## src/rtl/led_seq_ctrl.sv

```systemverilog
// LED sequencer: start/stop/hold controller stepping a 10-LED pattern once per TICK_DIV cycles.
// All outputs are registered, so they change one clock after the inputs that cause them.
module led_seq_ctrl #(
  parameter int TICK_DIV = 25000000
) (
  input  logic       clock,
  input  logic       reset_n,
  input  logic       start,
  input  logic       stop,
  input  logic       hold,
  input  logic [1:0] mode,
  output logic [9:0] LEDR,
  output logic [3:0] CurrentState,
  output logic       busy,
  output logic       done
);

  localparam int PW = (TICK_DIV > 2) ? $clog2(TICK_DIV) : 1;

  typedef enum logic {IDLE, RUN} state_t;

  state_t        state;
  logic [4:0]    step;
  logic [PW-1:0] presc;
  logic [1:0]    mode_q;

  logic          tick;
  logic          at_last;
  logic [4:0]    step_inc;

  // Bounce walks 0..9 and back down to 0, so its position folds past step 9.
  function automatic logic [3:0] pos(input logic [1:0] m, input logic [4:0] s);
    if (m == 2'b10 && s > 5'd9) return 4'(5'd18 - s);
    return s[3:0];
  endfunction

  function automatic logic [9:0] pattern(input logic [1:0] m, input logic [3:0] p);
    case (m)
      2'b00:        return 10'h200 >> p;
      2'b01, 2'b10: return 10'h001 << p;
      default:      return 10'h3FF << (4'd9 - p);
    endcase
  endfunction

  assign tick     = (presc == PW'(TICK_DIV - 1));
  assign at_last  = (step == ((mode_q == 2'b10) ? 5'd18 : 5'd9));
  assign step_inc = step + 5'd1;

  always_ff @(posedge clock or negedge reset_n) begin
    if (!reset_n) begin
      state        <= IDLE;
      step         <= 5'd0;
      presc        <= '0;
      mode_q       <= 2'b00;
      LEDR         <= 10'd0;
      CurrentState <= 4'd0;
      busy         <= 1'b0;
      done         <= 1'b0;
    end else begin
      done <= 1'b0;
      case (state)
        IDLE: begin
          if (start && !stop) begin
            state        <= RUN;
            step         <= 5'd0;
            presc        <= '0;
            mode_q       <= mode;
            LEDR         <= pattern(mode, pos(mode, 5'd0));
            CurrentState <= pos(mode, 5'd0);
            busy         <= 1'b1;
          end
        end
        RUN: begin
          // Stop wins over hold and over a completing tick: it is always an abort.
          if (stop) begin
            state        <= IDLE;
            step         <= 5'd0;
            presc        <= '0;
            LEDR         <= 10'd0;
            CurrentState <= 4'd0;
            busy         <= 1'b0;
          end else if (!hold) begin
            if (tick) begin
              presc <= '0;
              if (at_last) begin
                state        <= IDLE;
                step         <= 5'd0;
                LEDR         <= 10'd0;
                CurrentState <= 4'd0;
                busy         <= 1'b0;
                done         <= 1'b1;
              end else begin
                step         <= step_inc;
                LEDR         <= pattern(mode_q, pos(mode_q, step_inc));
                CurrentState <= pos(mode_q, step_inc);
              end
            end else begin
              presc <= presc + PW'(1);
            end
          end
        end
        default: state <= IDLE;
      endcase
    end
  end

endmodule

```

## config.mk

```make
export PLATFORM = sky130hd
export DESIGN_NAME = led_seq_ctrl
export DESIGN_NICKNAME = d
export VERILOG_FILES = /design/src/rtl/led_seq_ctrl.sv
export SDC_FILE = /design/constraint.sdc
export NUM_CORES = 1
export LEC_CHECK = 0
export ABC_AREA = 1
export CAP_MARGIN = 10
export CORE_UTILIZATION = 40
export DETAILED_ROUTE_END_ITERATION = 6
export HOLD_SLACK_MARGIN = 0.02
export MAX_ROUTING_LAYER = met4
export PLACE_DENSITY = 0.58
export SYNTH_ARGS = -nofsm -noshare
export SYNTH_HDL_FRONTEND = slang
export SYNTH_SLANG_ARGS = --single-unit
```

## constraint.sdc

```tcl
create_clock -name clock -period 3 [get_ports clock]
set_input_delay 0.9 -clock clock [delete_from_list [all_inputs] [get_ports clock]]
set_output_delay 0.9 -clock clock [all_outputs]
set_load 0.1 [all_outputs]
```

==> qor.txt <==
DRC = 0
CP max FO = 5
Dominant cells by area after synthesis = dfrtp_1 (39%), nand2_1 (12%), nand3_1 (7.7%)
Post-Place Worst Slack = 97.4 ps
Max frequency = 0.372 GHz
Total CTS buffers = 5
Sink Count = 48
Fillers = 740
Syn Area/Cell = 7.34 µm²
Mapped Cells = 418
Deepest clock path buffer count = 2
CTS root buf = clkbuf_8
Post-Layout Cell Count = 546
Die X = 89.6 µm
GRT Total Usage = 0.200
CP Data Arrival Time = 2890 ps
Starting Density = 0.419
Setup TNS Final = 0 ps
Inst Count DP = 538
Crit path time final = 2690 ps
Number of nets in the layout = 463
Critical path capture point type = register
Post-Syn Nets = 435
HPWL Detailed = 5400 µm
Rel. slew slack = 0.598
Maximum vdd drop = 0.164 mV
GP Congestion = 0.884
Clk_lat worst skew = 310 ps
Via count = 2809
Sequential share of the synthesized area = 0.391
Cts repair resizes = 0
Leak = 1.70 nW
First-pass GRT wire length = 11800 µm
Antenna viol nets, final = 0
Final Hold Fails = 0
Placeable Area = 7330 µm²
# IOs = 23
Max Slew Vio Count = 0
Diode count = 0
Main synth FF type = dfrtp_1
Final Util = 0.477
Fraction of layout cells with a size suffix above 1 = 0.136
Critical path type = reg -> reg
Clk pin slew, worst setup/hold paths = 90 ps
Tightest Pin Transition = 604 ps
Antenna violations before repair = 0
DR pass1 iterations = 5
Largest net degree at the start of global routing = 49
Port Buffers = 22
Netlist Area Pre-Place = 3070 µm²
Area of the die = 8030 µm²
Synth async-reset ratio = 1.00
DR WL/cell = 13.1 µm
Final WS setup = 314 ps
Seq cells post-synth = 48
Total global routing overflow = 0
Top cell type's share of synthesized area = 0.391
Final-report setup violation count = 0
Top-count cell post-synth = nand2_1
Skew final = 9.71 ps
Max Cap Viol = 0
Tcrit/Tclk final = 0.895
Final WL = 7180 µm
Power Dens Cells = 405 nW/µm²
# rows = 31
Area grow syn2layout = 13.9%
Post-synth EDFFs = 0
Via density = 5.14
Status = finished, final reports clean
Synth unique cells = 34
CTS Hold Bufs = 0
Final Total Pwr = 1.41 mW
Die Ht = 89.6 µm
HP Class = reg -> reg
H-tree levels = 2
Most frequent cells after synthesis = nand2_1 (101), dfrtp_1 (48), inv_1 (47), nand3_1 (47), nor2_1 (40)
Worst setup SP type = register
Syn. warnings = 0
Worst Path Required = 3200 ps
CTS tree = yes
Area leader, netlist = dfrtp_1
RSZ-0062 raised after global routing = false
Post-CTS Setup Inserts = 0
Initial drt markers = 153
Vias in the first global route = 2561
registers in the layout, summed over array words and instances (netlist names):
register / cells
LEDR: 10
mode_q: 2
state: 1
step: 4
busy: 1
presc: 25
CurrentState: 4
done: 1
path summary, 6_finish.rpt:
check                      cells past startpoint              end  slack (ps)            start
max                                           18          LEDR[5]         310  CurrentState[0]
min                                            2          LEDR[8]         480          LEDR[8]
max reg2reg                                   18          LEDR[5]         310  CurrentState[0]
min reg2reg                                    2          LEDR[8]         480          LEDR[8]
max in group asynchronous                      2  CurrentState[2]        1910          reset_n
min in group asynchronous                      2         presc[5]         680          reset_n
per-stage QoR:
step | hold WS (ps) | instance area [µm²]
final | 482 | 3500
after detailed placement | 466 | 3390
after floorplan | 455 | 3070
after global routing | 508 | 3500
after CTS | 491 | 3500
after global placement | 463 | 3390
worst max-delay path, cell delays in order, from the launching register on:
cell and delay [ps]:
dfrtp_1 420, inv_1 130, ha_1 350, inv_1 120, nand2_1 60, nand2_1 70
nand2_2 50, nand2_2 80, nand2_4 70, nand2_4 100, nand2_1 70, nand2_2 70
ha_1 170, inv_1 50, ha_1 270, o21ai_0 290, nor2_1 90, nand2_1 90
nand2_1 50
final cells by class:
| class | count | area [µm²] | area share |
|---|---|---|---|
| clock buffers | 6 | 72.6 | 0.0208 |
| clock inverters | 2 | 35.0 | 0.0100 |
| inverters | 50 | 190 | 0.0544 |
| multi-input cells | 309 | 1620 | 0.464 |
| flip-flops and latches | 48 | 1200 | 0.344 |
| well taps | 99 | 124 | 0.0354 |
| repair buffers | 32 | 250 | 0.0716 |
cells by family after synthesis:
group                    Yosys count  synth area share
AO/OA/AOI/OAI                     51            0.0889
adder cells (fa/ha/maj)           10            0.0408
buffers and inverters             61            0.0799
flip-flops                        48             0.391
XOR/XNOR                           8            0.0228
AND/OR/NAND/NOR                  240             0.376
report_power, final:
group	switching (mW)	leakage, nW	internal, mW
combinational	0.197	0.981	0.0710
sequential	0.0110	0.662	0.664
clock	0.223	0.0552	0.248
layout by cell type, fill, tap and decap left out, drive strengths merged:
master         count
nor2              45
nor4               3
clkdlybuf4s50      5
a22oi              1
o221a              1
o21ai             24
xnor2              2
o22ai              4
clkbuf             6
and2               1
nor3              15
ha                10
nand3b             2
a21oi             19
dfrtp             48
a211oi             1
clkinv             1
a31oi              1
bufinv             1
buf               27
nand2            114
inv               50
nand3             49
nand4             11
xor2               6
routing by layer:
layer | vias up | wire (µm) | track usage
met2 | 60 | 3670 | 0.351
met4 | 0 | 141 | 0.0722
met3 | 14 | 222 | 0.0274
met5 | - | 0 | -
li1 | 1422 | - | -
met1 | 1313 | 3140 | 0.233
Power figures use the tool's default switching activity.
